`src/rtl/board_sprite_fetch_pkg.sv`:
```
// Shared types and constants for the chess board sprite fetch path.
// Sprite address layout: {white, light square, piece type, pixel 0..3599}.
package board_sprite_fetch_pkg;

  localparam int unsigned SQ_PX      = 60;
  localparam int unsigned BOARD_N    = 8;
  localparam int unsigned BOARD_PX   = SQ_PX * BOARD_N;
  localparam int unsigned SPRITE_PIX = SQ_PX * SQ_PX;

  localparam int unsigned COORD_W = 10;
  localparam int unsigned ADDR_W  = 17;
  localparam int unsigned PIX_W   = 12;
  localparam int unsigned SUB_W   = 6;
  localparam int unsigned POS_W   = 3;
  localparam int unsigned SQ_W    = 6;
  localparam int unsigned NIB_W   = 4;
  localparam int unsigned IDX_W   = 3;
  localparam int unsigned STATE_W = NIB_W * BOARD_N * BOARD_N;

  typedef enum logic [2:0] {
    PIECE_NONE   = 3'd0,
    PIECE_PAWN   = 3'd1,
    PIECE_KNIGHT = 3'd2,
    PIECE_BISHOP = 3'd3,
    PIECE_ROOK   = 3'd4,
    PIECE_QUEEN  = 3'd5,
    PIECE_KING   = 3'd6
  } piece_t;

  typedef struct packed {
    logic             white;
    logic             light;
    logic [2:0]       kind;
    logic [PIX_W-1:0] pix;
  } sprite_addr_t;

  typedef struct packed {
    logic valid;
    logic in_board;
    logic cursor;
  } side_t;

  // Square 0 (top-left) is light; colour alternates with row and column parity.
  function automatic logic light_sq(input logic [POS_W-1:0] row, input logic [POS_W-1:0] col);
    return ~(row[0] ^ col[0]);
  endfunction

endpackage

```
`src/rtl/board_sprite_fetch.sv`:
```
// Raster-order board tracker: counts square/offset without dividers, issues sprite ROM
// addresses and realigns the ROM palette index with its sideband three cycles later.
module board_sprite_fetch
  import board_sprite_fetch_pkg::*;
#(
  parameter int unsigned BOARD_X0 = 80,
  parameter int unsigned BOARD_Y0 = 0
) (
  input  logic                 CLK,
  input  logic                 RESET_N,
  input  logic                 PIX_VALID,
  input  logic [COORD_W-1:0]   DrawX,
  input  logic [COORD_W-1:0]   DrawY,
  input  logic [STATE_W-1:0]   BOARD_STATE,
  input  logic [SQ_W-1:0]      CURSOR_SQ,
  input  logic                 CURSOR_EN,
  output logic [ADDR_W-1:0]    SPRITE_ADDR,
  input  logic [IDX_W-1:0]     ROM_DATA,
  output logic                 PIX_VALID_O,
  output logic                 PIX_IN_BOARD,
  output logic [IDX_W-1:0]     PIX_IDX,
  output logic                 PIX_CURSOR
);

  localparam logic [COORD_W-1:0] X_LO    = COORD_W'(BOARD_X0);
  localparam logic [COORD_W-1:0] Y_LO    = COORD_W'(BOARD_Y0);
  localparam logic [COORD_W-1:0] SPAN    = COORD_W'(BOARD_PX);
  localparam logic [SUB_W-1:0]   SUB_MAX = SUB_W'(SQ_PX - 1);
  localparam logic [PIX_W-1:0]   ROW_INC = PIX_W'(SQ_PX);

  logic [SUB_W-1:0] subx_q, subx_d, suby_q, suby_d;
  logic [POS_W-1:0] col_q, col_d, row_q, row_d;
  logic [PIX_W-1:0] row_base_q, row_base_d;
  logic             locked_q, locked_d;
  sprite_addr_t     addr_q, addr_d;
  side_t            sb1_q, sb1_d, sb2_q, sb3_q;
  logic [IDX_W-1:0] pix_idx_q, pix_idx_d;

  logic [COORD_W-1:0] dx, dy;
  logic               x_in, y_in, at_x0, in_board;
  logic [SQ_W-1:0]    sq;
  logic [NIB_W-1:0]   nib;
  logic [PIX_W-1:0]   pixel;

  // Offsets wrap below the origin, so one unsigned compare covers both edges.
  assign dx    = DrawX - X_LO;
  assign dy    = DrawY - Y_LO;
  assign x_in  = dx < SPAN;
  assign y_in  = dy < SPAN;
  assign at_x0 = dx == '0;

  // Square/offset counters, advanced only by visible pixels.
  always_comb begin
    subx_d     = subx_q;
    col_d      = col_q;
    suby_d     = suby_q;
    row_d      = row_q;
    row_base_d = row_base_q;
    locked_d   = locked_q;
    if (PIX_VALID) begin
      if (at_x0 && dy == '0) begin
        subx_d     = '0;
        col_d      = '0;
        suby_d     = '0;
        row_d      = '0;
        row_base_d = '0;
        locked_d   = 1'b1;
      end else if (at_x0 && y_in) begin
        subx_d = '0;
        col_d  = '0;
        if (suby_q == SUB_MAX) begin
          suby_d     = '0;
          row_base_d = '0;
          row_d      = row_q + POS_W'(1);
        end else begin
          suby_d     = suby_q + SUB_W'(1);
          row_base_d = row_base_q + ROW_INC;
        end
      end else if (!at_x0 && x_in) begin
        if (subx_q == SUB_MAX) begin
          subx_d = '0;
          col_d  = col_q + POS_W'(1);
        end else begin
          subx_d = subx_q + SUB_W'(1);
        end
      end
    end
  end

  // Address stage: uses the counters as updated for the current pixel.
  always_comb begin
    in_board = PIX_VALID & x_in & y_in & locked_d;
    sq       = {row_d, col_d};
    nib      = BOARD_STATE[{sq, 2'b00} +: NIB_W];
    pixel    = row_base_d + PIX_W'(subx_d);
    addr_d   = addr_q;
    if (in_board) begin
      addr_d.white = nib[3];
      addr_d.light = light_sq(row_d, col_d);
      addr_d.kind  = nib[2:0];
      addr_d.pix   = pixel;
    end
    sb1_d.valid    = PIX_VALID;
    sb1_d.in_board = in_board;
    sb1_d.cursor   = in_board & CURSOR_EN & (sq == CURSOR_SQ);
    pix_idx_d      = sb2_q.in_board ? ROM_DATA : '0;
  end

  always_ff @(posedge CLK) begin
    if (!RESET_N) begin
      subx_q     <= '0;
      col_q      <= '0;
      suby_q     <= '0;
      row_q      <= '0;
      row_base_q <= '0;
      locked_q   <= 1'b0;
      addr_q     <= '0;
      sb1_q      <= '0;
      sb2_q      <= '0;
      sb3_q      <= '0;
      pix_idx_q  <= '0;
    end else begin
      subx_q     <= subx_d;
      col_q      <= col_d;
      suby_q     <= suby_d;
      row_q      <= row_d;
      row_base_q <= row_base_d;
      locked_q   <= locked_d;
      addr_q     <= addr_d;
      sb1_q      <= sb1_d;
      sb2_q      <= sb1_q;
      sb3_q      <= sb2_q;
      pix_idx_q  <= pix_idx_d;
    end
  end

  assign SPRITE_ADDR  = addr_q;
  assign PIX_VALID_O  = sb3_q.valid;
  assign PIX_IN_BOARD = sb3_q.in_board;
  assign PIX_CURSOR   = sb3_q.cursor;
  assign PIX_IDX      = pix_idx_q;

endmodule
```
`config.mk`:
```
export PLATFORM = sky130hd
export DESIGN_NAME = board_sprite_fetch
export DESIGN_NICKNAME = d
export VERILOG_FILES = /design/src/rtl/board_sprite_fetch_pkg.sv /design/src/rtl/board_sprite_fetch.sv
export SDC_FILE = /design/constraint.sdc
export NUM_CORES = 1
export LEC_CHECK = 0
export BUFFER_PORTS_ARGS = -buffer_cell sky130_fd_sc_hd__buf_2
export CORE_AREA = 3 3 121 123
export CTS_BUF_LIST = sky130_fd_sc_hd__clkbuf_8 sky130_fd_sc_hd__clkbuf_16
export CTS_CLUSTER_DIAMETER = 30
export DETAILED_ROUTE_END_ITERATION = 8
export DIE_AREA = 0 0 124 126
export GPL_ROUTABILITY_DRIVEN = 0
export HOLD_SLACK_MARGIN = 0.08
export MAX_ROUTING_LAYER = met4
export PLACE_DENSITY_LB_ADDON = 0.12
export SETUP_SLACK_MARGIN = 0.4
export SLEW_MARGIN = 20
export SYNTH_ARGS = -nofsm -noshare
export SYNTH_HDL_FRONTEND = slang
export SYNTH_SLANG_ARGS = --single-unit
```
`constraint.sdc`:
```
create_clock -name CLK -period 4.75 [get_ports CLK]
set_input_delay 0.2375 -clock CLK [delete_from_list [all_inputs] [get_ports CLK]]
set_output_delay 0.2375 -clock CLK [all_outputs]
set_load 0.01 [all_outputs]
```
==> flow_summary.json, run 1 <==
{
  "slew_headroom": 0.481,
  "grt_pass1_vias": 6708,
  "synthTopCellsByArea": "dfxtp_1 22%, nand2_1 11%, mux2i_1 9.9%",
  "areaGrowthSynthToFinish_pct": 37.1,
  "dp_hpwl_um": 18800,
  "finalSetupViolations": 0,
  "grt_busiest_layer": "met2",
  "rows": 43,
  "path_max_fanout": 42,
  "ir_drop_uv": 146,
  "vias": 6898,
  "syn_avg_cell_area_um2": 7.15,
  "netlist.area_leader.share": 0.216,
  "grt_util_met1": 0.351,
  "power_per_cell_area_mw_per_mm2": 178,
  "dieArea_mm2": 0.0156,
  "synth_compound_area_frac": 0.230,
  "clk_pin_slew_worst_paths_ns": 0.05,
  "grt_start_max_net_pins": 43,
  "worst_pin_slew_ns": 0.774,
  "cts_buffers": 9,
  "hold_viol_final": 0,
  "setup_tns_ns": 0,
  "total_power_mw": 1.36,
  "core-area_mm2": 0.0138,
  "synth_top_family_by_area": "simple AND/OR/NAND/NOR gates",
  "syn_nets": 1081,
  "hold_path.class": "in2reg",
  "ctsHoldBuffers": 0,
  "postSynth.asyncResetShare": 0,
  "fin_nets": 1380,
  "synth_most_common_cell": "nand2_1",
  "drc": 0,
  "antenna_found_initial": 2,
  "slowest_delay_ns": 0.73,
  "p_leak_nw": 3.57,
  "pin_count": 312,
  "synthFlopType": "dfxtp_1",
  "startpoint_type": "input port",
  "yosysSeqAreaShare": 0.216,
  "arrival_ns": 4.18,
  "wl_per_cell_um": 18.2,
  "cpMostUsedCell": "or4_1",
  "clk-insertion-delay-late_ns": 0.33,
  "htree_levels": 3,
  "cts_tree": "yes",
  "vias_per_cell": 5.46,
  "drt_iter0_drc": 479,
  "ys_warn_count": 0,
  "maxSlewViolCount": 0,
  "cp-end-kind": "flop",
  "synth.area.mux_share": 0.114,
  "drive_gt1_frac": 0.335,
  "synth_edf_count": 0,
  "start_util": 0.404,
  "clockBufferDepth": 2,
  "fmax_mhz": 251,
  "synth.distinct_cells": 67,
  "outcome": "finished, final reports clean",
  "synthCells": 778,
  "crit_required_ns": 4.95,
  "fin_skew_ns": 0.00667,
  "crit_chain": "buf_2 > inv_1 > ha_1 > xor2_1 > o32a_1 > or4_1 > o311a_1 > or2_4 > buf_4 > mux2i_1 > o22ai_1 > or4_1 > o32ai_1 > nor4_1",
  "cts_sinks": 60,
  "grt-ovfl-total": 0,
  "drv_cap": 0,
  "cts-root-buf": "clkbuf_16",
  "gr-usage-met3": 0.0413,
  "fin_crit_sh": 0.837,
  "synth_fa_ha_area_frac": 0.0329,
  "worstSetupPathType": "in2reg",
  "post-route-min-period_ns": 3.98,
  "syn_area_mm2": 0.00556,
  "ys_ff_latch": 60,
  "die_w_um": 124,
  "grt_pass1_wl_um": 35100,
  "synthTopCellsByCount": "166 x nand2_1, 69 x a21oi_1, 60 x dfxtp_1",
  "first_pass_iters": 6,
  "routed_wl_um": 23000,
  "drtAntennaViolNets": 0,
  "rsz0062_at_grt": "no",
  "postCtsSetupBuffers": 0,
  "yosys.area_share.simple": 0.313,
  "synth-xor-area-share": 0.0439,
  "slowest_stage": "or4_1",
  "yosys.area.top_type": "dfxtp_1",
  "port-buffer-count": 311,
  "grt_usage": 0.295,
  "fp.dieH_um": 126,
  "met2_usage": 0.520
}
## path summary, 6_finish.rpt
path                                  start  slack, ns         endpoint  depth (start not counted)
worst max-delay path               DrawX[4]       0.77  SPRITE_ADDR[12]                         14
worst min-delay path            ROM_DATA[1]       0.14       PIX_IDX[1]                          2
worst max register to register    subx_q[0]       0.79  SPRITE_ADDR[12]                         12
worst min register to register     sb2_q[2]       0.43      PIX_VALID_O                          1
## critical path: cells and delay by family
kind                       cells  cell delay, ns
muxes                          1            0.19
xor gates and xnor gates       1            0.17
buffers and inverters          3            0.50
AOI/OAI and AO/OA              4            1.07
adders and majority gates      1            0.24
and+or+nand+nor                4            1.74
## cell usage in the layout, fill, tap and decap left out, drive strengths merged, types with 13 or more instances in the layout
master and n:
inv 14, nor2 32, and2 34, ha 13, nand2 166, mux2i 56, o21ai 30, o22ai 16
nor4 20, dfxtp 60, nor3 13, nand3 27, nand4 15, and3 16, a21oi 69, xnor2 15
buf 333
## cell families (layout without fill, tap and decap cells)
family                   after synthesis  after routing
multiplexers                          62             62
AO/OA/AOI/OAI                        197            197
AND/OR/NAND/NOR                      361            361
flip-flops                            60             60
other                                  0              2
buffers and inverters                 57            361
XOR/XNOR                              27             27
adder cells (fa/ha/maj)               14             14
## registers in the layout, indices dropped and copies added, names as in the netlist
name	cells
col_q	3
PIX_CURSOR	1
suby_q	6
row_base_q	12
SPRITE_ADDR	17
sb2_q	3
sb1_q	3
PIX_IN_BOARD	1
subx_q	6
PIX_IDX	3
row_q	3
PIX_VALID_O	1
locked_q	1
## repair_timing
action,in CTS,in global routing
resized for setup,0,1
endpoints found under the setup margin,0,1
endpoints found under the hold margin,0,0
## stage by stage
step / cell area (um^2) / worst slack (ns) / util / std cells / hold slack, ns
floorplan: 5560 / 1.02 / - / 778 / 0.374
global placement: 7330 / 0.465 / 0.532 / 1246 / 0.415
detailed placement: 7330 / 0.443 / 0.532 / 1246 / 0.417
CTS: 7610 / 0.646 / 0.553 / 1262 / 0.132
global route: 7620 / 0.496 / 0.554 / 1264 / 0.141
finish: 7620 / 0.774 / 0.554 / 1264 / 0.145
## per-layer routing
metal | up-vias | share of wire
met3 | 28 | 0.058
met4 | 0 | 0.015
met5 | - | 0
met1 | 3172 | 0.40
met2 | 253 | 0.53
li1 | 3445 | -
## area by class of cell
type / instances / area (um^2)
multi-input cells: 661 / 4120
inverters: 12 / 45.0
clock buffers: 9 / 225
flip-flops and latches: 60 / 1200
diodes: 2 / 5.00
repair buffers: 333 / 1750
well taps: 180 / 225
clock inverters: 7 / 60.1
fillers: 1420 / 6150
## report_power, final
group	total (mW)	leakage, nW	switching, mW	internal (mW)
clock	0.628	0.148	0.229	0.399
combinational	0.220	2.94	0.0977	0.122
sequential	0.508	0.484	0.00158	0.506
Note: power is estimated with default switching activity, not from simulation.
==> inputs of run 2 (changes only) <==
- ABC_AREA: not set -> 1
- CORE_AREA: 3 3 121 123 -> not set
- CORE_MARGIN: not set -> 3
- CORE_UTILIZATION: not set -> 44
- DIE_AREA: 0 0 124 126 -> not set
- clock period: 4.75 -> 3.31 ns (I/O delays scaled with it)
==> flow_summary.json, run 2 <==
{
  "grt_pass1_wl_um": 41900,
  "clockBufferDepth": 2,
  "post-route-min-period_ns": 3.07,
  "clk_pin_slew_worst_paths_ns": 0.05,
  "arrival_ns": 3.30,
  "r2r-end": "SPRITE_ADDR[11]",
  "r2r_slack_ns": 0.30,
  "synth_edf_count": 0,
  "rsz0062_at_grt": "yes",
  "grt_pass1_vias": 8452,
  "hold_path.class": "in2reg",
  "rows": 44,
  "worst-r2r-cell-count": 23,
  "crit_required_ns": 3.54,
  "synthTopCellsByArea": "nand3_1 21%, dfxtp_1 18%, nand2_1 15%",
  "cpMostUsedCell": "nor2_4",
  "synthTopCellsByCount": "280 x nand3_1, 276 x nand2_1, 201 x inv_1",
  "final_area_mm2": 0.00965,
  "drive_gt1_frac": 0.314,
  "power_per_cell_area_mw_per_mm2": 254,
  "clk-insertion-delay-late_ns": 0.33,
  "drt_iter0_drc": 836,
  "worstHoldPathCells": 4,
  "antenna_found_initial": 1,
  "layout_common_cells": "309 x buf_2, 274 x nand3_1, 263 x nand2_1",
  "worst_pin_slew_ns": 0.989,
  "synth_most_common_cell": "nand3_1",
  "pin_count": 312,
  "slowest_delay_ns": 0.39,
  "crit_family": "simple AND/OR/NAND/NOR gates",
  "dieArea_mm2": 0.0168,
  "fin_crit_sh": 0.928,
  "fin_nets": 1838,
  "hold_viol_final": 0,
  "postSynth.asyncResetShare": 0,
  "ir_drop_uv": 241,
  "ys_ff_latch": 60,
  "htree_levels": 3,
  "areaGrowthSynthToFinish_pct": 43.6,
  "path_max_fanout": 4,
  "min_from": "CURSOR_SQ[0]",
  "wl_per_cell_um": 16.0,
  "place_area_mm2": 0.00868,
  "grt_usage": 0.321,
  "finalSetupViolations": 0,
  "fmax_mhz": 326,
  "drc": 0,
  "fp.dieH_um": 130,
  "dp_hpwl_um": 20500,
  "setup_tns_ns": 0,
  "yosys.area.top_type": "nand3_1",
  "synthCells": 1196,
  "ys_warn_count": 0,
  "yosysSeqAreaShare": 0.179,
  "vias_per_cell": 5.27,
  "min_to": "sb1_q[0]",
  "first_pass_iters": 5,
  "cts_sinks": 60,
  "cts_buffers": 9,
  "netlist.area_leader.share": 0.209,
  "die_w_um": 130,
  "cts-root-buf": "clkbuf_16",
  "maxSlewViolCount": 0,
  "startpoint_type": "input port",
  "synth.distinct_cells": 42,
  "routed_wl_um": 27700,
  "syn_area_mm2": 0.00672,
  "r2r_start": "suby_q[0]",
  "path_buf_inv": 7,
  "worstSetupPathType": "in2reg",
  "port-buffer-count": 311,
  "drv_cap": 0,
  "cp-end-kind": "flop",
  "start_util": 0.455,
  "core-area_mm2": 0.0148,
  "syn_avg_cell_area_um2": 5.62,
  "cts_tree": "yes",
  "grt-ovfl-total": 0,
  "slew_headroom": 0.340,
  "syn_nets": 1499,
  "largest_register_ff_count": 17,
  "fin_skew_ns": 0.00577,
  "p_leak_nw": 5.49,
  "grt_start_max_net_pins": 67,
  "layout_commonest_cell": "buf_2",
  "drtAntennaViolNets": 0,
  "vias": 9095,
  "slowest_stage": "fa_2",
  "outcome": "finished, final reports clean",
  "synthFlopType": "dfxtp_1"
}
==> run 2: cell count changes in the layout (fill, tap and decap cells not counted), moves of 15 or more <==
cell | before | now
and3_1 | 16 | 0
mux2i_1 | 53 | 0
buf_4 | 20 | 64
o22ai_1 | 16 | 1
inv_1 | 14 | 197
a21oi_1 | 69 | 18
nand3b_1 | 1 | 81
nor2_1 | 31 | 67
nand2_1 | 166 | 263
nand3_1 | 27 | 274
and2_1 | 34 | 2
==> run 2: repair_timing <==
action | in CTS | in global routing
resized for setup | 29 | 37
hold buffers | 3 | 0
setup endpoints to repair | 9 | 23
pin swaps | 28 | 21
setup buffers | 28 | 14
hold endpoints to repair | 3 | 0
cloned | 0 | 1
==> run 2: through the flow <==
stage | hold slack [ns] | worst slack [ns] | instances | util | power (mW)
5_1_grt | 0.187 | 0.0461 | 1725 | 0.654 | 2.57
4_1_cts | 0.158 | 0.360 | 1709 | 0.634 | 2.42
3_3_place_gp | 0.384 | -0.103 | 1662 | 0.588 | 1.40
3_5_place_dp | 0.394 | -0.230 | 1662 | 0.588 | 1.40
6_report | 0.161 | 0.239 | 1725 | 0.654 | 2.45
2_1_floorplan | 0.278 | 0.124 | 1196 | - | 1.11
==> run 2: routing by layer <==
layer	track usage	vias to the layer above	wire, um
li1	-	4503	-
met1	0.415	4113	11600
met2	0.532	430	13200
met3	0.0425	49	2260
met4	0.0813	0	659
met5	-	-	0
==> run 2: cell families (layout without fill, tap and decap cells) <==
family,count (synthesis),count (layout),share of synthesized area
and+or+nand+nor,751,751,0.535
buffers and inverters,283,627,0.175
AOI/OAI and AO/OA,67,67,0.0575
DFF,60,60,0.179
xor gates and xnor gates,21,21,0.0274
adders and majority gates,14,14,0.0272
other,0,1,0
==> run 2: cell type report <==
| cell class | instances | area [um^2] |
|---|---|---|
| Fill cell | 1400 | 5110 |
| Clock inverter | 6 | 80.1 |
| Multi-Input combinational cell | 853 | 4640 |
| Inverter | 211 | 820 |
| Tap cell | 184 | 230 |
| Sequential cell | 60 | 1210 |
| Antenna cell | 1 | 2.50 |
| Clock buffer | 10 | 239 |
| Timing Repair Buffer | 400 | 2430 |
==> run 2: worst max path at each step <==
stage / end / cells after the start / slack [ns] / from
global placement: SPRITE_ADDR[10] / 29 / -0.10 / DrawX[5]
detailed placement: SPRITE_ADDR[10] / 29 / -0.23 / DrawX[5]
global route: SPRITE_ADDR[10] / 29 / 0.05 / DrawX[5]
finish: SPRITE_ADDR[10] / 28 / 0.24 / DrawX[5]
CTS: SPRITE_ADDR[10] / 28 / 0.36 / DrawX[5]
floorplan: SPRITE_ADDR[10] / 28 / 0.12 / DrawX[5]
==> run 2: report_power, final <==
part | switching [mW] | internal [mW] | total (mW)
Sequential | 0.00450 | 0.728 | 0.732
Clock | 0.340 | 0.672 | 1.01
Combinational | 0.382 | 0.327 | 0.709
Total | 0.726 | 1.73 | 2.45
==> run 2: worst reg2reg max path: stages, from the launching register on <==
cell     delay [ns]
dfxtp_1        0.37
ha_1           0.21
nand4_1        0.18
inv_2          0.16
nand2_2        0.11
nand2_4        0.10
buf_6          0.11
nor2_2         0.03
ha_1           0.34
a21oi_1        0.15
and2_1         0.17
inv_1          0.06
a21oi_2        0.13
o21ai_2        0.07
nand2_1        0.06
nand2_1        0.05
nand2_1        0.09
inv_1          0.06
nand3_2        0.08
nor3_2         0.05
a21oi_1        0.16
o21ai_1        0.08
nand2_1        0.06
inv_1          0.04
